`src/rtl/cache_mem_adapter_if.sv`:
```
// Word-beat memory port between the cache memory adapter (master) and main memory (slave).
interface cache_mem_adapter_if #(
  parameter int unsigned ADDR_W = 32,
  parameter int unsigned WORD_W = 32
);
  logic              mm_req;
  logic              mm_we;
  logic [ADDR_W-1:0] mm_addr;
  logic [WORD_W-1:0] mm_wdata;
  logic              mm_ready;
  logic              mm_rvalid;
  logic [WORD_W-1:0] mm_rdata;

  modport master (
    output mm_req, mm_we, mm_addr, mm_wdata,
    input  mm_ready, mm_rvalid, mm_rdata
  );

  modport slave (
    input  mm_req, mm_we, mm_addr, mm_wdata,
    output mm_ready, mm_rvalid, mm_rdata
  );
endinterface

```
`src/rtl/cache_mem_adapter.sv`:
```
// Moves one cache line between the cache FSM and main memory as a sequence of word beats.
// Writebacks issue back-to-back write beats; fills issue one read at a time and wait for rvalid.
module cache_mem_adapter #(
  parameter  int unsigned ADDR_W     = 32,
  parameter  int unsigned WORD_W     = 32,
  parameter  int unsigned LINE_WORDS = 4,
  localparam int unsigned BEAT_W     = $clog2(LINE_WORDS),
  localparam int unsigned OFF_W      = BEAT_W + $clog2(WORD_W / 8),
  localparam int unsigned LINE_W     = LINE_WORDS * WORD_W
) (
  input  logic                    clk,
  input  logic                    rst,
  input  logic                    mem_read,
  input  logic                    mem_write,
  input  logic [ADDR_W-OFF_W-1:0] line_addr,
  input  logic [LINE_W-1:0]       wr_line,
  output logic [LINE_W-1:0]       rd_line,
  output logic                    ca_resp,
  output logic                    busy,
  output logic                    err,
  cache_mem_adapter_if.master     mem
);

  localparam int unsigned BYTE_OFF_W = OFF_W - BEAT_W;
  localparam logic [BEAT_W-1:0] LAST_BEAT = BEAT_W'(LINE_WORDS - 1);

  typedef enum logic [2:0] {IDLE, WR_BEAT, RD_REQ, RD_WAIT, RESP} state_e;

  state_e                             state_q, state_d;
  logic [BEAT_W-1:0]                  beat_q, beat_d;
  logic [ADDR_W-OFF_W-1:0]            line_q, line_d;
  logic [LINE_WORDS-1:0][WORD_W-1:0]  wbuf_q, wbuf_d;
  logic [LINE_WORDS-1:0][WORD_W-1:0]  rbuf_q, rbuf_d;
  logic                               err_q, err_d;

  // State and datapath registers
  always_ff @(posedge clk) begin
    if (rst) begin
      state_q <= IDLE;
      beat_q  <= '0;
      line_q  <= '0;
      wbuf_q  <= '0;
      rbuf_q  <= '0;
      err_q   <= 1'b0;
    end else begin
      state_q <= state_d;
      beat_q  <= beat_d;
      line_q  <= line_d;
      wbuf_q  <= wbuf_d;
      rbuf_q  <= rbuf_d;
      err_q   <= err_d;
    end
  end

  // Next-state, beat sequencing and read-data capture
  always_comb begin
    state_d = state_q;
    beat_d  = beat_q;
    line_d  = line_q;
    wbuf_d  = wbuf_q;
    rbuf_d  = rbuf_q;
    err_d   = 1'b0;

    unique case (state_q)
      IDLE: begin
        if (mem_write) begin
          line_d  = line_addr;
          wbuf_d  = wr_line;
          beat_d  = '0;
          state_d = WR_BEAT;
          err_d   = mem_read;
        end else if (mem_read) begin
          line_d  = line_addr;
          beat_d  = '0;
          state_d = RD_REQ;
        end
      end
      WR_BEAT: begin
        err_d = mem_read | mem_write;
        if (mem.mm_ready) begin
          if (beat_q == LAST_BEAT) state_d = RESP;
          else                     beat_d  = beat_q + BEAT_W'(1);
        end
      end
      RD_REQ: begin
        err_d = mem_read | mem_write;
        if (mem.mm_ready) state_d = RD_WAIT;
      end
      RD_WAIT: begin
        err_d = mem_read | mem_write;
        if (mem.mm_rvalid) begin
          rbuf_d[beat_q] = mem.mm_rdata;
          if (beat_q == LAST_BEAT) begin
            state_d = RESP;
          end else begin
            beat_d  = beat_q + BEAT_W'(1);
            state_d = RD_REQ;
          end
        end
      end
      RESP: begin
        err_d   = mem_read | mem_write;
        state_d = IDLE;
      end
      default: state_d = IDLE;
    endcase
  end

  // Outputs decoded from registered state only
  always_comb begin
    mem.mm_req = 1'b0;
    mem.mm_we  = 1'b0;
    ca_resp    = 1'b0;
    busy       = (state_q != IDLE);
    unique case (state_q)
      WR_BEAT: begin
        mem.mm_req = 1'b1;
        mem.mm_we  = 1'b1;
      end
      RD_REQ:  mem.mm_req = 1'b1;
      RESP:    ca_resp    = 1'b1;
      default: ;
    endcase
  end

  assign mem.mm_addr  = ADDR_W'({line_q, beat_q}) << BYTE_OFF_W;
  assign mem.mm_wdata = wbuf_q[beat_q];
  assign rd_line      = rbuf_q;
  assign err          = err_q;

endmodule

```
`src/flat_wrapper.sv`:
```
// flat-port wrapper written by rule: the top's interface ports become plain ports
module cache_mem_adapter_flat 
#(
  parameter  int unsigned ADDR_W     = 32,
  parameter  int unsigned WORD_W     = 32,
  parameter  int unsigned LINE_WORDS = 4,
  localparam int unsigned BEAT_W     = $clog2(LINE_WORDS),
  localparam int unsigned OFF_W      = BEAT_W + $clog2(WORD_W / 8),
  localparam int unsigned LINE_W     = LINE_WORDS * WORD_W
)
  (clk, rst, mem_read, mem_write, line_addr, wr_line, rd_line, ca_resp, busy, err, mem_mm_req, mem_mm_we, mem_mm_addr, mem_mm_wdata, mem_mm_ready, mem_mm_rvalid, mem_mm_rdata);
  cache_mem_adapter_if #(.ADDR_W(ADDR_W), .WORD_W(WORD_W)) mem_i ();
  input  logic clk;
  input  logic rst;
  input  logic mem_read;
  input  logic mem_write;
  input  logic [ADDR_W-OFF_W-1:0] line_addr;
  input  logic [LINE_W-1:0] wr_line;
  output logic [LINE_W-1:0] rd_line;
  output logic ca_resp;
  output logic busy;
  output logic err;
  output wire logic [$bits(mem_i.mm_req)-1:0] mem_mm_req;
  output wire logic [$bits(mem_i.mm_we)-1:0] mem_mm_we;
  output wire logic [$bits(mem_i.mm_addr)-1:0] mem_mm_addr;
  output wire logic [$bits(mem_i.mm_wdata)-1:0] mem_mm_wdata;
  input wire logic [$bits(mem_i.mm_ready)-1:0] mem_mm_ready;
  input wire logic [$bits(mem_i.mm_rvalid)-1:0] mem_mm_rvalid;
  input wire logic [$bits(mem_i.mm_rdata)-1:0] mem_mm_rdata;
  assign mem_mm_req = mem_i.mm_req;
  assign mem_mm_we = mem_i.mm_we;
  assign mem_mm_addr = mem_i.mm_addr;
  assign mem_mm_wdata = mem_i.mm_wdata;
  assign mem_i.mm_ready = mem_mm_ready;
  assign mem_i.mm_rvalid = mem_mm_rvalid;
  assign mem_i.mm_rdata = mem_mm_rdata;
  cache_mem_adapter #(.ADDR_W(ADDR_W), .WORD_W(WORD_W), .LINE_WORDS(LINE_WORDS)) u_core (.clk(clk), .rst(rst), .mem_read(mem_read), .mem_write(mem_write), .line_addr(line_addr), .wr_line(wr_line), .rd_line(rd_line), .ca_resp(ca_resp), .busy(busy), .err(err), .mem(mem_i));
endmodule
```
`config.mk`:
```
export PLATFORM = sky130hd
export DESIGN_NAME = cache_mem_adapter_flat
export DESIGN_NICKNAME = d
export VERILOG_FILES = /design/src/rtl/cache_mem_adapter_if.sv /design/src/rtl/cache_mem_adapter.sv /design/src/flat_wrapper.sv
export SDC_FILE = /design/constraint.sdc
export NUM_CORES = 1
export LEC_CHECK = 0
export CORE_ASPECT_RATIO = 0.5
export CORE_MARGIN = 4
export CORE_UTILIZATION = 35
export DETAILED_ROUTE_END_ITERATION = 6
export GPL_TIMING_DRIVEN = 0
export PLACE_DENSITY = 0.76
export SKIP_CTS_REPAIR_TIMING = 1
export SYNTH_ARGS = -nofsm -noshare
export SYNTH_HDL_FRONTEND = slang
export SYNTH_SLANG_ARGS = --single-unit
```
`constraint.sdc`:
```
create_clock -name clk -period 3.8 [get_ports clk]
set_input_delay 0.38 -clock clk [delete_from_list [all_inputs] [get_ports clk]]
set_output_delay 0.38 -clock clk [all_outputs]
set_load 0.02 [all_outputs]
```
# Word-level counts from Yosys, hierarchy flattened
# Index checks and enable logic that the tools add are counted.
[totals] latchBits=0 n_memories=0 out_inout_bits=197 mem_bits_rw=0 word_cells=64 romBits=0 ff_bits=290 input_bits=194
[op_classes] add_sub_neg=1 shifts=0 n_mul=0 n_bitwise=1 n_mux=26 magnitude_cmp=2 div_mod_pow=0 reduce_logical=12 eq_ne=10
[op_table] operator="$bwmux W128" n=1
[op_table] operator="$bmux W32 S2" n=1
[op_table] operator="$demux W32 S2" n=1
[op_table] operator="$mux W32" n=2
[op_table] operator="$mux W28" n=2
[op_table] operator="$mux W3" n=7
[op_table] operator="$pmux W3 S4" n=1
[op_table] operator="$mux W2" n=5
[op_table] operator="$eq A3 B2 Y1 const B" n=2
[op_table] operator="$ne A2 B2 Y1 const B" n=3
[op_table] operator="$pmux W2 S3" n=1
[op_table] operator="$reduce_and A2 Y1" n=3
[op_table] operator="$reduce_bool A3 Y1" n=2
[op_table] operator="$reduce_and A5 Y1" n=1
[op_table] operator="$mux W1" n=4
[op_table] operator="$reduce_and A4 Y1" n=1
[op_table] operator="$reduce_or A4 Y1" n=1
[op_table] operator="$eq A3 B1 Y1 const B" n=1
[op_table] operator="$eq A3 B3 Y1 const B" n=1
[op_table] operator="$logic_not A3 Y1" n=1
[op_table] operator="$lt A2 B3 Y1 const B" n=1
[op_table] operator="$ne A3 B3 Y1 const B" n=1
[op_table] operator="$add A2 B1 Y2 const B" n=1
[op_table] operator="$eq A2 B2 Y1 const B" n=1
[op_table] operator="7 further kinds" n=7

# Longest topological paths before layout
# Gate-level depths: netlist of run 1.
[depth] depth_word=5 ltp_mapped=10

# Worst setup path after synthesis of run 1
# No wires, ideal clock.
[synth_path] kind="register to register" startpoint="reg u_core.beat_q[1]" endpoint="reg u_core.beat_q[1]" t_required_ps=3730 path_stages_with_launch=9 path_buffers=3 period_less_slack_ps=2303 slack_ps=1497 setup_time_ps=70 t_arrival_ps=2232 cell_sequence="dfxtp_1 > buf_2 > buf_2 > buf_2 > inv_1 > ha_1 > inv_1 > or4_1 > a21oi_1"
[synth_via] elab_chain_len=4 elab_cells_between_ends=6 cone_classes="add/sub (1); eq/ne (1); mux (4)"
[synth_lines] item="from (decl)" line_no="cache_mem_adapter.sv:30" rtl="logic [BEAT_W-1:0] beat_q, beat_d;"
[synth_lines] item="from (signal assigned)" line_no="cache_mem_adapter.sv:47" rtl="beat_q <= beat_d;"
[synth_lines] item="$add A2 B1 Y2 / $eq A2 B2 Y1 (equally long branches)"
[synth_lines] item="$mux W2 *" line_no="cache_mem_adapter.sv:81, cache_mem_adapter.sv:93"
[synth_lines] item="$mux W2 (on tied branches)" line_no="cache_mem_adapter.sv:91, cache_mem_adapter.sv:80"
[synth_lines] item="$pmux W2 S3 *" line_no="cache_mem_adapter.sv:64" rtl="unique case (state_q)"
# Mark *: on every way between the ends. The rest lies on a longest branch, timed or not. The select of a mux whose other input is x is not followed.
# A chain may end at the register's enable or synchronous reset.

# Final worst setup path of run 1
[layout_path] startpoint="reg u_core.beat_q[0]" endpoint="out mem_mm_wdata[22]"
[layout_via] elab_chain_len=2
[layout_lines] item="$bmux W32 S2" line_no="cache_mem_adapter.sv:127" rtl="assign mem.mm_wdata = wbuf_q[beat_q];"
[layout_lines] item="$mux W32 (not written as such)" line_no="cache_mem_adapter.sv:127"
[layout_lines] item="to (decl)" line_no="flat_wrapper.sv:26" rtl="output wire logic [$bits(mem_i.mm_wdata)-1:0] mem_mm_wdata;"
# No other way between the ends. The select of a mux whose other input is x is not followed.

==> flow_summary.ini, run 1 <==
[run_status]
outcome = complete, no violations

[synthesis]
synth_area_leaders = dfxtp_1 53%, nand2_1 20%, a21oi_1 13%, mux4_2 6.6%, clkbuf_1 2.1%
synth_top_area_share_pct = 53.19
synth_area_um2 = 10920
yosysTopAreaCell = dfxtp_1
synth_seq_cells = 290
synth_cell_types = 33
yosysWarnings = 0
avgSynthCellArea_um2 = 8.152
seq_area_frac_synth_pct = 53.19
synthCells = 1339

[floorplan]
ios = 391
die_h_um = 132.9
die_x_um = 257.8
start_util_pct = 35.77
coreArea_um2 = 30520
rows = 45
dieArea_um2 = 34250

[finish]
multiInputGateArea_um2 = 4629
area_growth_pct = 48.01
seq_area_um2 = 5806
fill_cells = 2897
layout-drive-gt1-share_pct = 6.663
nets = 1952
fin_area_um2 = 16160

[flow_run]
cap_violations = 0

[clock_network]
clock-root-buffer = clkbuf_16
htree_levels = 1
numCtsBuffers = 26
clkLatencyLatePin_ns = 0.55
cts_sinks = 290
clk_pin_slew_ns = 0.06
clockBufferDepth = 3
cts_tree = yes

[drt]
vias = 10640
vias_per_cell = 4.839
antenna_left = 0
wl_per_cell_um = 18.68
drtPass1Iterations = 5
drc = 0
finalWirelength_um = 41060
drt_iter0_drc = 653

[power]
ir_drop_mv = 0.2120
p_leak_nw = 5.645
p_per_area_nw_per_um2 = 495.9
total_power_mw = 8.011

[grt]
antenna_found_initial = 3
grt_pass1_wl_um = 61070
grt_usage_pct = 22.64
grt_overflow = 0
grt_max_degree = 15
grt_pass1_vias = 10260

[sta]
setup_viol = 0
timing.fmax_ghz = 0.2995
report.final.slew_viol_count = 0
tightest_slew_ns = 0.8132
rsz0062_at_grt = false
hold_viol_final = 0
setup_slack_ns = 0.4608
skew_ns = 0.02098
setup-tns-final_ns = 0
fin_crit_ns = 3.339
max-slew-margin-rel_pct = 45.78
fin_crit_sh_pct = 87.87

[worst_hold_path]
hold_path_class = in2reg

[worst_setup_path]
path_common_cell = buf_2
startpoint_type = flip-flop
worstSetupPathType = reg2out
slowest_delay_ns = 0.59
crit_slowest_cell = clkdlybuf4s50_1
path_cells = buf_2, buf_2, buf_2, mux4_2, clkdlybuf4s50_1
crit_fanout = 10
critPathBufInv = 4
worst_setup_path_end_kind = output pin
cp.required_ns = 3.42
cp.arrival_ns = 2.96
cp_top_family = buffers and inverters

[placed_design]
dpl_worst_slack_ns = 0.9144
dp_hpwl_um = 31010
io_buffers = 386
post_dp_cell_area_um2 = 15310
gp_routability_congestion = 0.8718
power by group:
part           total (mW)  switching, mW  internal (mW)
Combinational        1.93           1.11          0.816
Clock                2.63           1.16           1.47
Sequential           3.45          0.149           3.31
cell usage in the layout (no fill, tap or decap), types with 5 or more instances in the layout:
| master | n |
|---|---|
| clkdlybuf4s50_1 | 386 |
| buf_2 | 42 |
| clkbuf_8 | 7 |
| o21ai_0 | 5 |
| nand2_1 | 574 |
| clkbuf_1 | 69 |
| and2_1 | 5 |
| mux4_2 | 32 |
| clkbuf_16 | 26 |
| or4_1 | 5 |
| dfxtp_1 | 290 |
| a21oi_1 | 290 |
routing by layer:
| layer | wire (um) | share of wire, % | vias up | global-route usage [%] |
|---|---|---|---|---|
| li1 | - | - | 5209 | - |
| met1 | 16750 | 41 | 5053 | 27.79 |
| met2 | 20890 | 51 | 288 | 40.37 |
| met3 | 1905 | 4.6 | 86 | 3.519 |
| met4 | 1512 | 3.7 | 0 | 8.486 |
| met5 | 0 | 0 | - | 0 |
flip-flops by register name (all words and copies together), names as in the netlist:
register	count
u_core.rd_line	128
u_core.beat_q	2
u_core.state_q	3
u_core.wbuf_q	128
u_core.err	1
u_core.line_q	28
layout make-up:
type,count,share of cell area [%]
Sequential cell,290,35.94
Inverter,4,0.09294
Tap cell,423,3.276
Clock buffer,41,4.809
Clock inverter,4,0.3485
Buffer,107,2.904
Timing Repair Buffer,386,23.92
Multi-Input combinational cell,939,28.66
Antenna cell,4,0.06196
stage by stage:
| stage | utilization, % | std cells | hold slack (ns) |
|---|---|---|---|
| 2_1_floorplan | - | 1340 | 0.4331 |
| 3_3_place_gp | 50.18 | 2149 | 0.4396 |
| 3_5_place_dp | 50.18 | 2149 | 0.4444 |
| 4_1_cts | 52.91 | 2194 | 0.2606 |
| 5_1_grt | 52.93 | 2197 | 0.3258 |
| 6_report | 52.94 | 2198 | 0.2863 |
cells by family (layout without fill, tap and decap cells):
| kind of cell | count (synthesis) | after routing | share of synthesized area, % |
|---|---|---|---|
| buffers and inverters | 111 | 542 | 4.436 |
| AOI/OAI and AO/OA | 301 | 301 | 13.94 |
| muxes | 32 | 32 | 6.602 |
| adders and majority gates | 4 | 4 | 0.4585 |
| and+or+nand+nor | 599 | 599 | 21.26 |
| DFF | 290 | 290 | 53.19 |
| xor gates and xnor gates | 1 | 1 | 0.08025 |
| other | 1 | 6 | 0.03435 |
cells in the mapped netlist:
| master | number |
|---|---|
| a211o_1 | 1 |
| a21oi_1 | 290 |
| a21oi_2 | 1 |
| and2_1 | 5 |
| and4b_1 | 1 |
| buf_1 | 1 |
| buf_2 | 42 |
| buf_4 | 2 |
| buf_6 | 1 |
| clkbuf_1 | 61 |
| conb_1 | 1 |
| dfxtp_1 | 290 |
| ha_1 | 4 |
| inv_1 | 3 |
| inv_2 | 1 |
| mux4_2 | 32 |
| nand2_1 | 574 |
| nand2b_1 | 2 |
| nand3b_1 | 1 |
| nor2_1 | 4 |
| nor2_4 | 1 |
| nor2b_1 | 1 |
| nor3_1 | 1 |
| nor3_2 | 1 |
| nor3b_1 | 1 |
| nor4_1 | 2 |
| o21a_1 | 1 |
| o21ai_0 | 5 |
| o21ai_1 | 1 |
| o21bai_1 | 1 |
| o31ai_1 | 1 |
| or4_1 | 5 |
| xnor2_1 | 1 |
worst register-to-register path, cell delays in order (launching register included):
cell	delay [ns]
dfxtp_1	0.40
buf_2	0.34
buf_2	0.37
buf_2	0.36
inv_1	0.11
ha_1	0.24
nand2_1	0.23
buf_1	0.48
nand2_1	0.12
a21oi_1	0.15
path summary, 6_finish.rpt:
path	from	to	slack (ns)	depth (start not counted)
worst max-delay path	u_core.beat_q[0]	mem_mm_wdata[22]	0.46	5
worst max register to register	u_core.beat_q[0]	u_core.rd_line[87]	0.94	9
worst min-delay path	mem_write	u_core.err	0.29	3
worst min register to register	u_core.rd_line[56]	u_core.rd_line[56]	0.45	2
Note: power is estimated with default switching activity, not from simulation.
==> run 2, diff against run 1 <==
--- a/config.mk
+++ b/config.mk
@@ -8,6 +8,8 @@
 export CORE_ASPECT_RATIO = 0.5
 export CORE_MARGIN = 4
 export CORE_UTILIZATION = 35
+export CTS_CLUSTER_DIAMETER = 200
+export CTS_CLUSTER_SIZE = 24
 export DETAILED_ROUTE_END_ITERATION = 6
 export GPL_TIMING_DRIVEN = 0
 export PLACE_DENSITY = 0.76
==> run 2 against run 1 <==
- power shrank 10%
- first-iteration DRC count grew 13%
- final cell count shrank 1.3%
- via count shrank 0.92%
- combinational power is essentially flat
- clock power shrank 30%
- critical path type unchanged
- critical endpoint unchanged
- highest routed layer unchanged
==> flow_summary.ini, run 2 (synthesized netlist as in run 1, its figures left out) <==
[sta]
whs_ns = 0.3108
setup_viol = 0
hold_viol_final = 0
skew_ns = 0.03480
timing.fmax_ghz = 0.2992
setup-tns-final_ns = 0
max-slew-margin-rel_pct = 46.35
fin_crit_sh_pct = 87.96
fin_crit_ns = 3.343
report.final.slew_viol_count = 0
tightest_slew_ns = 0.8048
rsz0062_at_grt = false

[drt]
drt_iter0_drc = 739
finalWirelength_um = 40590
wl_per_cell_um = 18.71
vias_per_cell = 4.858
antenna_left = 0
drc = 0
drtPass1Iterations = 7
vias = 10540

[finish]
fin_area_um2 = 15760
nets = 1942
final_util_pct = 51.66
final_cells = 2169
mostFrequentLayoutCells = 574 x nand2_1, 386 x clkdlybuf4s50_1, 290 x a21oi_1, 290 x dfxtp_1, 61 x clkbuf_1
final_common_cell = nand2_1
layout-drive-gt1-share_pct = 5.677
area_growth_pct = 44.42

[clock_network]
clkLatencyLatePin_ns = 0.53
clk_pin_slew_ns = 0.10
clock-root-buffer = clkbuf_16
cts_tree = yes
htree_levels = 1
cts_sinks = 290
numCtsBuffers = 16
clockBufferDepth = 3

[worst_setup_path]
cp-startpoint = u_core.beat_q[0]
worst_setup_path_end_kind = output pin
r2r_slack_ns = 0.95
reg2reg_from = u_core.beat_q[0]
startpoint_type = flip-flop
critPathCapture = mem_mm_wdata[22]
crit_fanout = 10
cp.required_ns = 3.42
worstSetupPathType = reg2out
timing.rr.end = u_core.rd_line[87]
cp.arrival_ns = 2.96
worstRegToRegCells = 9

[floorplan]
die_h_um = 132.9
die_x_um = 257.8
ios = 391
dieArea_um2 = 34250
rows = 45
coreArea_um2 = 30520
start_util_pct = 35.77

[placed_design]
dp.cells = 2149
dp_hpwl_um = 31010
gp_routability_congestion = 0.8718
post_dp_cell_area_um2 = 15310
io_buffers = 386

[grt]
grt_pass1_wl_um = 60510
grt_overflow = 0
grt_max_degree = 25
antenna_found_initial = 2
grt_pass1_vias = 10120
grt_usage_pct = 22.44

[run_status]
outcome = complete, no violations

[worst_hold_path]
hold_path_class = in2reg
min_from = mem_write

[flow_run]
cap_violations = 0

[power]
p_leak_nw = 5.451
ir_drop_mv = 0.2205
p_per_area_nw_per_um2 = 457.2
run 2: layout make-up:
class / instances / area, um^2
Buffer: 107 / 469.2
Clock inverter: 2 / 46.29
Fill cell: 2953 / 14750
Multi-Input combinational cell: 939 / 4629
Clock buffer: 16 / 400.4
Timing Repair Buffer: 386 / 3864
Inverter: 4 / 15.01
Antenna cell: 2 / 5.005
Sequential cell: 290 / 5806
Tap cell: 423 / 529.3
run 2: routing by layer:
layer | up-vias | wire [um] | GRT usage (%)
met5 | - | 0 | 0
li1 | 5168 | - | -
met2 | 266 | 20920 | 40.78
met1 | 5035 | 16840 | 28.05
met3 | 69 | 1598 | 2.849
met4 | 0 | 1227 | 6.621
run 2: critical path, stage by stage (launching register included):
cell,delay [ns]
dfxtp_1,0.41
buf_2,0.33
buf_2,0.36
buf_2,0.35
mux4_2,0.37
clkdlybuf4s50_1,0.60
run 2: through the flow:
step           setup WS, ns  power, mW
2_1_floorplan         1.497      4.541
3_3_place_gp         0.9919      5.408
3_5_place_dp         0.9144      5.444
4_1_cts              0.4149      7.263
5_1_grt              0.2886      7.547
6_report             0.4574      7.207
run 2: how the worst min path moves through the flow:
| stage | cells after the start | to | slack [ns] |
|---|---|---|---|
| after floorplan | 2 | u_core.wbuf_q[42] | 0.43 |
| after global placement | 2 | u_core.wbuf_q[94] | 0.44 |
| after detailed placement | 2 | u_core.wbuf_q[64] | 0.44 |
| after CTS | 3 | u_core.err | 0.28 |
| after global routing | 3 | u_core.err | 0.35 |
| final | 3 | u_core.err | 0.31 |
run 2: report_power, final:
part           internal [mW]  switching, mW
Sequential              3.30          0.148
Combinational          0.816           1.11
Clock                  0.784           1.05
==> run 3, diff against run 2 <==
--- a/config.mk
+++ b/config.mk
@@ -12,6 +12,7 @@
 export CTS_CLUSTER_SIZE = 24
 export DETAILED_ROUTE_END_ITERATION = 6
 export GPL_TIMING_DRIVEN = 0
+export MAX_ROUTING_LAYER = met4
 export PLACE_DENSITY = 0.76
 export SKIP_CTS_REPAIR_TIMING = 1
 export SYNTH_ARGS = -nofsm -noshare
==> run 3 against run 2 <==
- clock skew down 0.00058 ns
- clock-buffer cell count unchanged
- setup slack better by 0.015 ns
- largest cell class unchanged
- final cell count unchanged
==> flow_summary.ini, run 3 (synthesized netlist as in run 1, its figures left out) <==
[run_status]
outcome = complete, no violations

[worst_setup_path]
worstSetupPathType = reg2out
cp.required_ns = 3.42
startpoint_type = flip-flop
worst_setup_path_end_kind = output pin
path_cells = buf_2, buf_2, buf_2, mux4_2, clkdlybuf4s50_1
slowest_delay_ns = 0.59
crit_slowest_cell = clkdlybuf4s50_1
cp.arrival_ns = 2.95
crit_fanout = 10
path_common_cell = buf_2

[placed_design]
dp.cells = 2149
dpl_worst_slack_ns = 0.9144
dp_hpwl_um = 31010
io_buffers = 386
gp_routability_congestion = 0.8860

[sta]
skew_ns = 0.03422
setup_viol = 0
tightest_slew_ns = 0.8043
fin_crit_ns = 3.328
setup_slack_ns = 0.4725
hold_viol_final = 0
setup-tns-final_ns = 0
whs_ns = 0.3171
report.final.slew_viol_count = 0
max-slew-margin-rel_pct = 46.38
fin_crit_sh_pct = 87.57
rsz0062_at_grt = false
timing.fmax_ghz = 0.3005

[floorplan]
ios = 391
dieArea_um2 = 34250
die_x_um = 257.8
die_h_um = 132.9
coreArea_um2 = 30520
rows = 45
start_util_pct = 35.77

[drt]
drc = 0
drt_iter0_drc = 701
finalWirelength_um = 40530
antenna_left = 0
vias = 10530
wl_per_cell_um = 18.69
drtPass1Iterations = 7
vias_per_cell = 4.855

[grt]
use_met1_pct = 28.16
grtUsageMet3_pct = 2.754
grt_pass1_vias = 10110
grt_max_degree = 25
grt_usage_pct = 23.14
grt_pass1_wl_um = 60560
top_usage_layer = met2
antenna_found_initial = 2
grt.met2_usage_pct = 40.79
grt_overflow = 0

[power]
p_per_area_nw_per_um2 = 457.1
p_leak_nw = 5.451
ir_drop_mv = 0.2194

[finish]
fill_cells = 2953
nets = 1942
final_cells = 2169
layout-drive-gt1-share_pct = 5.677
final_common_cell = nand2_1
area_growth_pct = 44.42
mostFrequentLayoutCells = 574 x nand2_1, 386 x clkdlybuf4s50_1, 290 x a21oi_1, 290 x dfxtp_1, 61 x clkbuf_1

[clock_network]
numCtsBuffers = 16
clk_pin_slew_ns = 0.10
cts_tree = yes
clock-root-buffer = clkbuf_16
cts_sinks = 290
htree_levels = 1
clockBufferDepth = 3
clkLatencyLatePin_ns = 0.53

[worst_hold_path]
hold_path_class = in2reg

[flow_run]
cap_violations = 0
[run 3: layout make-up]
cell class / instances / area (um^2) / share of cell area [%]
antenna: 2 / 5.005 / 0.03175
buffer: 107 / 469.2 / 2.976
clock buffer: 16 / 400.4 / 2.540
clock inverter: 2 / 46.29 / 0.2937
inverter: 4 / 15.01 / 0.09525
multi-input combinational: 939 / 4629 / 29.37
sequential: 290 / 5806 / 36.83
tap: 423 / 529.3 / 3.357
timing repair buffer: 386 / 3864 / 24.51
[run 3: path summary, 6_finish.rpt]
check	start	endpoint	slack, ns	depth (start not counted)
max	u_core.beat_q[0]	mem_mm_wdata[22]	0.47	5
min	mem_write	u_core.err	0.32	3
max reg2reg	u_core.beat_q[0]	u_core.rd_line[87]	0.95	9
min reg2reg	u_core.wbuf_q[64]	u_core.wbuf_q[64]	0.46	2
[run 3: power by group]
part	total, mW	leakage [nW]	switching (mW)	internal [mW]
combinational	1.92	2.88	1.10	0.816
clock	1.83	0.215	1.05	0.785
sequential	3.45	2.36	0.147	3.30
total	7.21	5.45	2.30	4.90
[run 3: worst max-delay path, delay by kind of cell, from the launching register on]
family / cells / cell delay (ns)
DFF: 1 / 0.41
muxes: 1 / 0.37
buffers and inverters: 4 / 1.63
[run 3: through the flow]
step                power [mW]  utilization [%]  instance area, um^2
finish                   7.205            51.66                15760
global route             7.546            51.66                15760
CTS                      7.263            51.64                15760
detailed placement       5.444            50.18                15310
global placement         5.408            50.18                15310
floorplan                4.541                -                10920
[run 3: per-layer routing]
| layer | up-vias | wire length [um] | share of wire (%) |
|---|---|---|---|
| li1 | 5169 | - | - |
| met1 | 5033 | 16880 | 42 |
| met2 | 256 | 20810 | 51 |
| met3 | 73 | 1550 | 3.8 |
| met4 | 0 | 1295 | 3.2 |
| met5 | - | 0 | 0 |
